File: src/rtl/config_pkg.sv
// Shared types and constants for the serial configuration loader and its tiles.
package config_pkg;

    typedef enum logic [2:0] {
        ST_IDLE,
        ST_ADDR,
        ST_DATA,
        ST_CRC,
        ST_COMMIT
    } cfg_state_e;

    localparam int CFG_DATA_W = 32;

    // Tile configuration word: eight 2-bit switch select fields, field i at [2i+1:2i]
    localparam int SEL_W      = 2;
    localparam int SEL_FIELDS = 8;
    localparam int SEL_LSB [SEL_FIELDS] = '{0, 2, 4, 6, 8, 10, 12, 14};

    localparam logic [7:0] CRC8_POLY = 8'h07;

    function automatic logic [7:0] crc8_step(input logic [7:0] crc, input logic b);
        logic fb;
        fb = crc[7] ^ b;
        return {crc[6:0], 1'b0} ^ (fb ? CRC8_POLY : 8'h00);
    endfunction

    function automatic logic [15:0] sat_inc16(input logic [15:0] v);
        return (v == 16'hFFFF) ? v : v + 16'd1;
    endfunction

endpackage

File: src/rtl/crc8_serial.sv
// Bit-serial CRC-8 (MSB-first, init 0); only used when CONFIG_LOADER_CRC_EN is defined.
module crc8_serial
    import config_pkg::*;
(
    input  logic       clk,
    input  logic       rst,
    input  logic       clr_i,
    input  logic       en_i,
    input  logic       bit_i,
    output logic [7:0] crc_o
);

    logic [7:0] crc_q;

    always_ff @(posedge clk or posedge rst) begin
        if (rst) begin
            crc_q <= '0;
        end else if (clr_i) begin
            crc_q <= '0;
        end else if (en_i) begin
            crc_q <= crc8_step(crc_q, bit_i);
        end
    end

    assign crc_o = crc_q;

endmodule

File: src/rtl/config_loader.sv
// Serial config deserialiser driving the tile config_data bus and one-hot commit strobes.
// Optional trailing CRC-8 check per frame when CONFIG_LOADER_CRC_EN is defined.
module config_loader
    import config_pkg::*;
#(
    parameter int NUM_TILES = 16,
    parameter int ADDR_W    = 4,
    parameter int DATA_W    = CFG_DATA_W
) (
    input  logic                 clk,
    input  logic                 rst,
    input  logic                 cfg_start,
    input  logic                 bit_in,
    input  logic                 bit_valid,
    output logic                 bit_ready,
    output logic [DATA_W-1:0]    config_data,
    output logic [NUM_TILES-1:0] config_enable,
    output logic                 busy,
    output logic [15:0]          frame_count,
    output logic                 addr_error
`ifdef CONFIG_LOADER_CRC_EN
    ,
    output logic                 crc_error
`endif
);

    localparam int CNT_W = $clog2(DATA_W + 1);

    cfg_state_e           state_q, state_d;
    logic [CNT_W-1:0]     cnt_q, cnt_d;
    logic [ADDR_W-1:0]    addr_q, addr_d;
    logic [DATA_W-1:0]    shift_q, shift_d;
    logic [DATA_W-1:0]    data_q, data_d;
    logic [NUM_TILES-1:0] en_q, en_d;
    logic [15:0]          fcnt_q, fcnt_d;
    logic                 aerr_q, aerr_d;
    logic                 accept, frame_done, addr_ok, crc_ok;

    assign bit_ready = (state_q == ST_ADDR) || (state_q == ST_DATA) || (state_q == ST_CRC);
    assign accept    = bit_valid && bit_ready;

    generate
        if (NUM_TILES >= (2 ** ADDR_W)) begin : g_full_map
            assign addr_ok = 1'b1;
        end else begin : g_part_map
            assign addr_ok = (addr_q < ADDR_W'(NUM_TILES));
        end
    endgenerate

`ifdef CONFIG_LOADER_CRC_EN
    logic [7:0] crc_rem;
    logic       cerr_q, cerr_d;

    // Clearing on COMMIT seeds the next back-to-back frame; the CRC bits themselves
    // are folded in too, so a good frame leaves a zero remainder.
    crc8_serial u_crc (
        .clk   (clk),
        .rst   (rst),
        .clr_i (cfg_start || (state_q == ST_COMMIT)),
        .en_i  (accept && !cfg_start),
        .bit_i (bit_in),
        .crc_o (crc_rem)
    );

    assign crc_ok    = (crc8_step(crc_rem, bit_in) == 8'h00);
    assign crc_error = cerr_q;
`else
    assign crc_ok = 1'b1;
`endif

    always_comb begin
        state_d    = state_q;
        cnt_d      = cnt_q;
        addr_d     = addr_q;
        shift_d    = shift_q;
        data_d     = data_q;
        en_d       = '0;
        fcnt_d     = fcnt_q;
        aerr_d     = aerr_q;
        frame_done = 1'b0;
`ifdef CONFIG_LOADER_CRC_EN
        cerr_d     = cerr_q;
`endif

        // A restart wins over everything, including a frame whose last bit lands now
        if (cfg_start) begin
            state_d = ST_ADDR;
            cnt_d   = '0;
            addr_d  = '0;
            shift_d = '0;
            fcnt_d  = '0;
            aerr_d  = 1'b0;
`ifdef CONFIG_LOADER_CRC_EN
            cerr_d  = 1'b0;
`endif
        end else begin
            case (state_q)
                ST_IDLE: ;
                ST_ADDR: begin
                    if (accept) begin
                        addr_d = {addr_q[ADDR_W-2:0], bit_in};
                        if (cnt_q == CNT_W'(ADDR_W - 1)) begin
                            cnt_d   = '0;
                            state_d = ST_DATA;
                        end else begin
                            cnt_d = cnt_q + 1'b1;
                        end
                    end
                end
                ST_DATA: begin
                    if (accept) begin
                        shift_d = {shift_q[DATA_W-2:0], bit_in};
                        if (cnt_q == CNT_W'(DATA_W - 1)) begin
                            cnt_d = '0;
`ifdef CONFIG_LOADER_CRC_EN
                            state_d = ST_CRC;
`else
                            frame_done = 1'b1;
                            state_d    = ST_COMMIT;
`endif
                        end else begin
                            cnt_d = cnt_q + 1'b1;
                        end
                    end
                end
`ifdef CONFIG_LOADER_CRC_EN
                ST_CRC: begin
                    if (accept) begin
                        if (cnt_q == CNT_W'(7)) begin
                            cnt_d      = '0;
                            frame_done = 1'b1;
                            state_d    = ST_COMMIT;
                        end else begin
                            cnt_d = cnt_q + 1'b1;
                        end
                    end
                end
`endif
                ST_COMMIT: begin
                    state_d = ST_ADDR;
                    cnt_d   = '0;
                end
                default: state_d = ST_IDLE;
            endcase
        end

        // Commit side effects are registered on the final-bit edge so data, strobe
        // and count are all visible together during the COMMIT cycle.
        if (frame_done) begin
            if (addr_ok && crc_ok) begin
                data_d = shift_d;
                en_d   = NUM_TILES'(1) << addr_q;
                fcnt_d = sat_inc16(fcnt_q);
            end
            if (!addr_ok) begin
                aerr_d = 1'b1;
            end
`ifdef CONFIG_LOADER_CRC_EN
            if (!crc_ok) begin
                cerr_d = 1'b1;
            end
`endif
        end
    end

    always_ff @(posedge clk or posedge rst) begin
        if (rst) begin
            state_q <= ST_IDLE;
            cnt_q   <= '0;
            addr_q  <= '0;
            shift_q <= '0;
            data_q  <= '0;
            en_q    <= '0;
            fcnt_q  <= '0;
            aerr_q  <= 1'b0;
        end else begin
            state_q <= state_d;
            cnt_q   <= cnt_d;
            addr_q  <= addr_d;
            shift_q <= shift_d;
            data_q  <= data_d;
            en_q    <= en_d;
            fcnt_q  <= fcnt_d;
            aerr_q  <= aerr_d;
        end
    end

`ifdef CONFIG_LOADER_CRC_EN
    always_ff @(posedge clk or posedge rst) begin
        if (rst) begin
            cerr_q <= 1'b0;
        end else begin
            cerr_q <= cerr_d;
        end
    end
`endif

    assign config_data   = data_q;
    assign config_enable = en_q;
    assign busy          = (state_q != ST_IDLE);
    assign frame_count   = fcnt_q;
    assign addr_error    = aerr_q;

endmodule

File: config.mk
export PLATFORM = sky130hd
export DESIGN_NAME = config_loader
export DESIGN_NICKNAME = d
export VERILOG_FILES = /design/src/rtl/config_pkg.sv /design/src/rtl/crc8_serial.sv /design/src/rtl/config_loader.sv
export SDC_FILE = /design/constraint.sdc
export NUM_CORES = 1
export LEC_CHECK = 0
export CORE_AREA = 5 5 103 105
export DETAILED_ROUTE_END_ITERATION = 8
export DIE_AREA = 0 0 108 110
export DONT_BUFFER_PORTS = 1
export GPL_TIMING_DRIVEN = 0
export PLACE_DENSITY = 0.7
export SLEW_MARGIN = 5
export SYNTH_ARGS = -nofsm -noshare
export SYNTH_HDL_FRONTEND = slang
export SYNTH_SLANG_ARGS = --single-unit
File: constraint.sdc
create_clock -name clk -period 3.6 [get_ports clk]
set_clock_uncertainty 0.05 [all_clocks]
set_input_delay 0.36 -clock clk [delete_from_list [all_inputs] [get_ports clk]]
set_output_delay 0.36 -clock clk [all_outputs]
set_load 0.02 [all_outputs]
Word level (Yosys, flattened, before mapping)
Cells that the tools add are included.
{ "classes": {"n_addsub": 2, "n_eq_ne": 13, "shifts": 1, "n_mux": 26, "n_reduce_logical": 13} }
{ "op_table": {"columns": ["operator", "count"], "rows": [
  ["$mux W32", 3],
  ["$mux W16", 4],
  ["$mux W6", 5],
  ["$pmux W6 S3", 1],
  ["$add A16 B1 Y16 const B", 1],
  ["$eq A16 B16 Y1 const B", 1],
  ["$shl A1 B4 Y16 const A", 1],
  ["$mux W3", 5],
  ["$mux W4", 3],
  ["$pmux W3 S4", 1],
  ["$add A6 B1 Y6 const B", 1],
  ["$eq A3 B2 Y1 const B", 2],
  ["$eq A6 B2 Y1 const B", 1],
  ["$eq A6 B5 Y1 const B", 1],
  ["$ne A3 B2 Y1 const B", 2],
  ["$ne A3 B3 Y1 const B", 2],
  ["$reduce_bool A2 Y1", 3],
  ["$reduce_and A5 Y1", 1],
  ["$mux W1", 4],
  ["$ne A2 B2 Y1 const B", 2],
  ["$reduce_and A2 Y1", 2],
  ["$reduce_bool A4 Y1", 1],
  ["$eq A3 B1 Y1 const B", 1],
  ["$eq A3 B3 Y1 const B", 1],
  ["5 further kinds", 6]
]} }
{ "word_totals": {"regBits": 109, "inputBits": 5, "word_cells": 62} }

Depth between registers and ports, before layout
{ "depth": {"depth_word": 9, "depth_mapped": 8} }

Least setup slack after synthesis
No wires, ideal clock.
{ "synth_path": {"path_kind": "reg-to-reg", "start": "register fcnt_q[0] (netlist: frame_count[0])", "end": "register fcnt_q[15] (netlist: frame_count[15])", "t_arrival_ns": 1.866, "path_slack_ns": 1.557, "path_stages_with_launch": 7, "path_buffers": 0, "synth_period_minus_slack_ns": 2.043, "path_cell_list": "dfrtp_1 -> ha_1 -> nand2_1 -> nor2_1 -> and4bb_1 -> nand3_1 -> mux2_1"} }
{ "synth_via": {"elab_chain_cells": 3, "elab_cells_between_ends": 6, "classes_between": "add/sub: 1; eq/ne: 2; mux: 2; reduce/logical: 1"} }
{ "synth_rtl": {"columns": ["item", "line_no", "text"], "rows": [
  ["from (decl)", "config_loader.sv:35", "logic [15:0] fcnt_q, fcnt_d;"],
  ["from (signal assigned)", "config_loader.sv:183", "fcnt_q <= fcnt_d;"],
  ["$add A16 B1 Y16 / $eq A16 B16 Y1 (equally long branches)", "config_pkg.sv:28", "return (v == 16'hFFFF) ? v : v + 16'd1;"],
  ["$mux W16 / $ne A2 B2 Y1 (equally long branches)", null, null],
  ["$mux W16 / $reduce_and A2 Y1 (equally long branches)", null, null]
]} }
Parallel ways exist; a longest one is shown, timed or not. The select of a mux whose other input is x is not followed.
A chain may end at the register's enable or synchronous reset.

Final worst setup path
Ends and elaborated chain as after synthesis.

==> results <==
- The via count of the first global-routing pass is 3,270.
- After detailed routing, the average wire length per cell comes to ~15 um.
- The level count of the clock H-tree is 3.
- Row generation in the floorplan step produced 36 rows.
- Counting along the longest clock path gives a buffer depth of 2.
- The count of buffers added on input and output ports is 0.
- The total detailed-routing wirelength is roughly 9.4 mm.
- The initial antenna violation count is 0.
- STA puts the critical path data required time at 3.79 ns.
- The detail route stage leaves a number of antenna-violating nets equal to 0.
- Cells with a size suffix above 1 make up about 6.6% of the layout.
- The TritonCTS sink count is around 110.
- The worst relative slew slack is roughly half.
- From synthesis to final layout, the design area changed by 8.404%.
- Buffers added to address setup during post-CTS repair amount to 0.
- In the final timing run, aggregate negative setup slack is 0 ns.
- The start-to-end type of the worst setup path is flip-flop to flip-flop.
- After synthesis the netlist holds a flip-flop and latch count of roughly 110.
- The floorplan step defined a core boundary enclosing 9549 um^2.
- The share of synthesized area occupied by flip-flops and latches is between 50% and 60%.
- The synthesized net count is ~500.
- For this run, design rule violations remaining after detail routing come to 0.
- The number of enable flip-flop cells after synthesis is 0.
- The number of clock buffers inserted by TritonCTS is 9.
- For this design the top-level I/O count stands at just over 70.
- The final weighted congestion in routability-driven placement is 0.8422.
- Including well taps, the total number of placed cells is between 600 and 700.
- The count of fill cells added during filler insertion is approximately 900.
- Clock latency on the worst-skew pair, taken at its later pin, is about 0.36 ns.
- The analysis attributes to cell leakage a power of roughly 2.4 nW.
- The shortest clock period the worst path allows after layout is around 2.3 ns.
- The number of hold violations in the final report is 0.
- In the final design database the tool counted roughly 520 nets.
- The post-synthesis cell count is 499.
- The iteration count of the initial detailed-routing pass is 8.
- The critical path startpoint category is a flip-flop.
- A synthesized cell averages between 9 and 10 um^2.
- The clock transition at the register clock pins on the worst setup and hold paths after CTS is 0.11 ns.
- The instance area after placement is between 4000 and 5000 um^2.
- The final instance area is 5100 um^2.
- The finished layout holds 650 standard cells, fillers aside.
- The share of async-settable or async-resettable flops after synthesis is 100.0%.
- The worst slack on hold paths is 0.09720 ns.
- The starting density of the core is between 40% and 50%.
- The total routing usage reported by global routing is 16.71%.
- The distinct cell type count of the synthesized netlist is 50.
- The detailed-route vias per instance is around 5.2.
- The biggest fanout along the worst timing path is 7.
- The overall die height is between 100 and 150 um.
- The root buffer cell is clkbuf_8.
- Entering global routing, the biggest net connects slightly above 60 pins.
- The arrival time of the worst setup path is about 2.5 ns.
- Global routing finished with a remaining overflow of 0.
- STA classifies the critical path endpoint as a flip-flop.
- The run finished with clean final reports.
- The TritonCTS clock tree is built.
- The power after layout is 2.065 mW.
- The share of the cycle needed by the critical path after routing is about 65%.
- The area of the die is between 10,000 and 15,000 um^2.
- The HPWL reported at the end of detailed placement is between 6 and 7 mm.
- The wire length of the first global-routing pass is 15.80 mm.
- The die is around 110 um wide.
- The most frequently used flop master after synthesis is dfrtp_1.
- For the pin with the worst max-slew slack, the measured transition is 0.7492 ns.
- In this run, the number of DRC markers left after iteration 0 of detailed routing was 231.
- Max-cap violations in this run came to 0.
- Setup repair after global routing left no endpoint under its margin.
- The type of the worst min-delay path is input pin to flip-flop.
- The number of endpoints failing setup at the final stage is 0.
- The synthesized cell area is 4705 um^2.
- The number of antenna diodes in the final layout is 0.
- VDD sags by at most about 0.00024 V.
- The max-slew violation count came to 0.
- The via total after detailed routing is roughly 3,400.
- For this run, the top clock speed supported by timing is between 400 and 500 MHz.
- The total of warnings raised by yosys is 0.
- For this design the ratio of total power to cell area is ~400 nW/um^2.
-- critical path, cell delays in order, from the launching register on --
cell and delay (ns):
dfrtp_1 0.54, ha_1 0.26, nand2_1 0.07, nor2_1 0.56, and4bb_1 0.31, nand3_1 0.09, mux2_1 0.33
-- final cells by class --
class / count / area [um^2] / share of cell area [%]
Clock inverter: 7 / 65.06 / 1.276
Multi-Input combinational cell: 355 / 1826 / 35.79
Timing Repair Buffer: 2 / 37.54 / 0.7360
Tap cell: 133 / 166.4 / 3.263
Buffer: 31 / 136.4 / 2.674
Inverter: 4 / 17.52 / 0.3435
Clock buffer: 9 / 123.9 / 2.429
Sequential cell: 109 / 2728 / 53.48
-- cell families (layout without fill, tap and decap cells) --
kind of cell	after synthesis	in the layout	share of synthesized area, %
flops	109	109	57.98
fa+ha+maj	2	2	0.5318
simple gates	270	270	25.61
xor+xnor	11	11	2.048
compound gates	62	62	8.511
mux	9	9	2.021
other cells	1	1	0.07971
buf+inv	35	53	3.218
-- cells in the mapped netlist, drive strengths merged (5+ instances only) --
library cell / count / share of area (%)
nand2b: 5 / 0.66
mux2i: 5 / 1.1
nand2: 179 / 14
nor3: 8 / 0.85
xnor2: 10 / 1.9
dfrtp: 109 / 58
clkbuf: 22 / 1.8
buf: 9 / 1.1
o21ai: 5 / 0.53
nor2: 34 / 2.7
a21oi: 39 / 4.1
nand3: 10 / 1.1
nor2b: 5 / 0.66
-- repair_timing --
item,in CTS,in global routing
gates resized for setup,0,0
hold buffers,1,0
endpoints found under the hold margin,60,0
-- state kept, by name, summed over array words and instances, names as in the netlist --
signal         flops
addr_q             4
config_data       32
cnt_q              6
state_q            3
config_enable     16
shift_q           32
frame_count       16
-- path summary, 6_finish.rpt --
check / from / endpoint / slack, ns / depth (start not counted)
worst min register to register: cnt_q[5] / cnt_q[5] / 0.47 / 1
min in group asynchronous: rst / config_data[19] / 0.55 / 2
worst max-delay path: frame_count[0] / frame_count[15] / 1.26 / 6
max in group asynchronous: rst / frame_count[13] / 2.25 / 3
worst min-delay path: bit_in / shift_q[0] / 0.1 / 2
worst max register to register: frame_count[0] / frame_count[15] / 1.26 / 6
-- metal layers --
layer,wire length [um],up-vias,track usage [%]
met3,598,10,4.543
met5,0,-,0
met1,4267,1626,21.89
li1,-,1663,-
met2,4419,93,27.04
met4,151,0,5.771
-- power breakdown --
group | switching (mW) | leakage (nW) | internal (mW) | total, mW
registers | 0.00829 | 1.52 | 1.23 | 1.24
clock network | 0.442 | 0.0999 | 0.272 | 0.714
logic | 0.0772 | 0.749 | 0.0326 | 0.110
total | 0.528 | 2.36 | 1.54 | 2.07
-- through the flow --
| step | utilization [%] | setup slack (ns) |
|---|---|---|
| floorplan | - | 0.3161 |
| global placement | 51.01 | -0.7406 |
| detailed placement | 51.32 | 1.088 |
| CTS | 53.41 | 1.242 |
| global route | 53.41 | 1.111 |
| finish | 53.41 | 1.261 |
-- cells in the final DEF (no fill, tap or decap), types with 2 or more instances in the layout --
cell and count:
a211oi_1 2, nor2b_1 5, nand3b_1 2, nor2_1 34
clkbuf_8 9, mux2i_1 5, nand3_1 10, nor4_2 2
nor3_1 8, nand4_1 3, a21oi_1 39, dfrtp_1 109
o31ai_1 3, buf_1 2, inv_6 2, and4bb_1 2
and2_1 4, ha_1 2, inv_1 3, o21ai_0 5
or3_1 4, mux2_1 3, a2111oi_2 2, nand2_1 179
clkbuf_1 22, inv_8 3, buf_2 4, and4_1 2
xnor2_1 10, and3_1 3, a21o_1 2, buf_4 2
nand2b_1 5
(Power assumes the default switching activity.)
==> edit, RTL diff (same flow settings) <==
Add a define of `CONFIG_LOADER_CRC_EN`.
--- a/src/rtl/config_loader.sv
+++ b/src/rtl/config_loader.sv
@@ -2,2 +2,4 @@
 // Optional trailing CRC-8 check per frame when CONFIG_LOADER_CRC_EN is defined.
+`define CONFIG_LOADER_CRC_EN
+
 module config_loader
Formal check against the unedited RTL (old outputs only; new: crc_error): same outputs for any inputs over 10 cycles, from zero or initial values and one cycle with rst high; that may be too few to reach the edited logic, so the function may still have changed.
==> edit against the original RTL <==
- area after synthesis up 9.3%
- cell area up 16%
- synthesized cell count down 5.0%
- non-clock buffer count down 3
- sequential cell count up 9
- critical path type unchanged
- critical path depth unchanged
- power up 51%
- wire length up 12%
- largest cell class unchanged
- setup slack worse by 0.20 ns
==> edit: results (changes against the original RTL) <==
* First-pass GRT wire length at 17.67 mm (was 15.80 mm)
* HPWL after DPL at 7.014 mm (was 6.570 mm)
* Synth Instances at 474 (was 499)
* Arrival @ worst endpoint at 2.89 ns (was 2.53 ns)
* Non-clk bufs at 30 (was 33)
* Final net count at 504 (was 519)
* Clock slew at reported path FFs at 0.06 ns (was 0.11 ns)
* Sequential cell area fraction in the yosys report at 0.5745 (was 0.5798)
* Status: complete, no violations (unchanged)
* Filler Cell Count at 755 (was 897)
* Inst Count DP at 608 (was 633)
* Vias/cell at 5.656 (was 5.218)
* Synth cell types at 62 (was 50)
* Total CTS buffers at 17 (was 9)
* Slew @ Worst Pin at 0.7747 ns (was 0.7492 ns)
* Met2 usage at 0.3135 (was 0.2704)
* DRT iter0 DRCs at 193 (was 231)
* Final wirelength at 10.54 mm (was 9.437 mm)
* Net Count, Synth at 482 (was 506)
* Data-path buffer share of cell area in the final layout at 0.03224 (was 0.03410)
* Max rail drop VDD at 292.9 µV (was 235.1 µV)
* Largest net degree at the start of global routing at 98 (was 62)
* Initial DRT Pass Iterations at 5 (was 8)
* GRT Total Usage at 0.1917 (was 0.1671)
* Vias in the first global route at 3,572 (was 3,270)
* Worst path top cell family by delay: compound AO/OA/AOI/OAI gates (was simple AND/OR/NAND/NOR gates)
* Sequential cell area at 2953 µm² (was 2728 µm²)
* Dominant cells by area after synthesis: dfrtp_1, mux2_2, nand2_1 (was dfrtp_1, nand2_1, a21oi_1)
* Grt met3 use at 0.07047 (was 0.04543)
## edit: cell types whose count changed in the layout (fill, tap and decap cells not counted), moves of 5 or more
cell | unedited run | this run
nand2_1 | 179 | 87
a22o_1 | 1 | 7
mux2_2 | 1 | 32
inv_6 | 2 | 8
a21o_1 | 2 | 7
dfrtp_1 | 109 | 118
clkbuf_1 | 22 | 15
clkbuf_16 | 0 | 16
xnor2_1 | 10 | 3
a31oi_1 | 1 | 6
clkbuf_8 | 9 | 2
## edit: final timing paths
check / from / end / cells after the start
worst max-delay path: frame_count[0] / frame_count[9] / 6
max in group asynchronous: rst / shift_q[3] / 3
worst max register to register: frame_count[0] / frame_count[9] / 6
worst min-delay path: bit_valid / state_q[0] / 2
worst min register to register: u_crc.crc_o[0] / u_crc.crc_o[0] / 2
min in group asynchronous: rst / config_enable[5] / 2
## edit: power groups by stage
stage	registers, mW	logic (mW)	clock network, mW
finish	1.35	0.131	1.64
global route	1.35	0.148	1.73
CTS	1.35	0.133	1.67
detailed placement	1.38	0.130	0
global placement	1.38	0.123	0
floorplan	1.37	0.0995	0
## edit: kinds of logic (layout without fill, tap and decap cells)
family / Yosys count / in the layout / synth area share
xor gates and xnor gates: 4 / 4 / 0.01047
and+or+nand+nor: 184 / 184 / 0.1741
DFF: 118 / 118 / 0.5745
buffers and inverters: 35 / 70 / 0.03384
AOI/OAI and AO/OA: 91 / 91 / 0.1173
adders and majority gates: 3 / 3 / 0.007304
other: 1 / 1 / 0.0007296
muxes: 38 / 38 / 0.08179
## edit: routing by layer
layer,wire (µm),part of all wire,vias to the layer above
met5,0,0,-
met4,141,0.013,0
met3,705,0.067,16
met2,5196,0.49,93
met1,4496,0.43,1816
li1,-,-,1706
## edit: repair_timing
item	CTS	global route
endpoints found under the hold margin	120	0
setup endpoints to repair	0	0
hold buffers	2	0
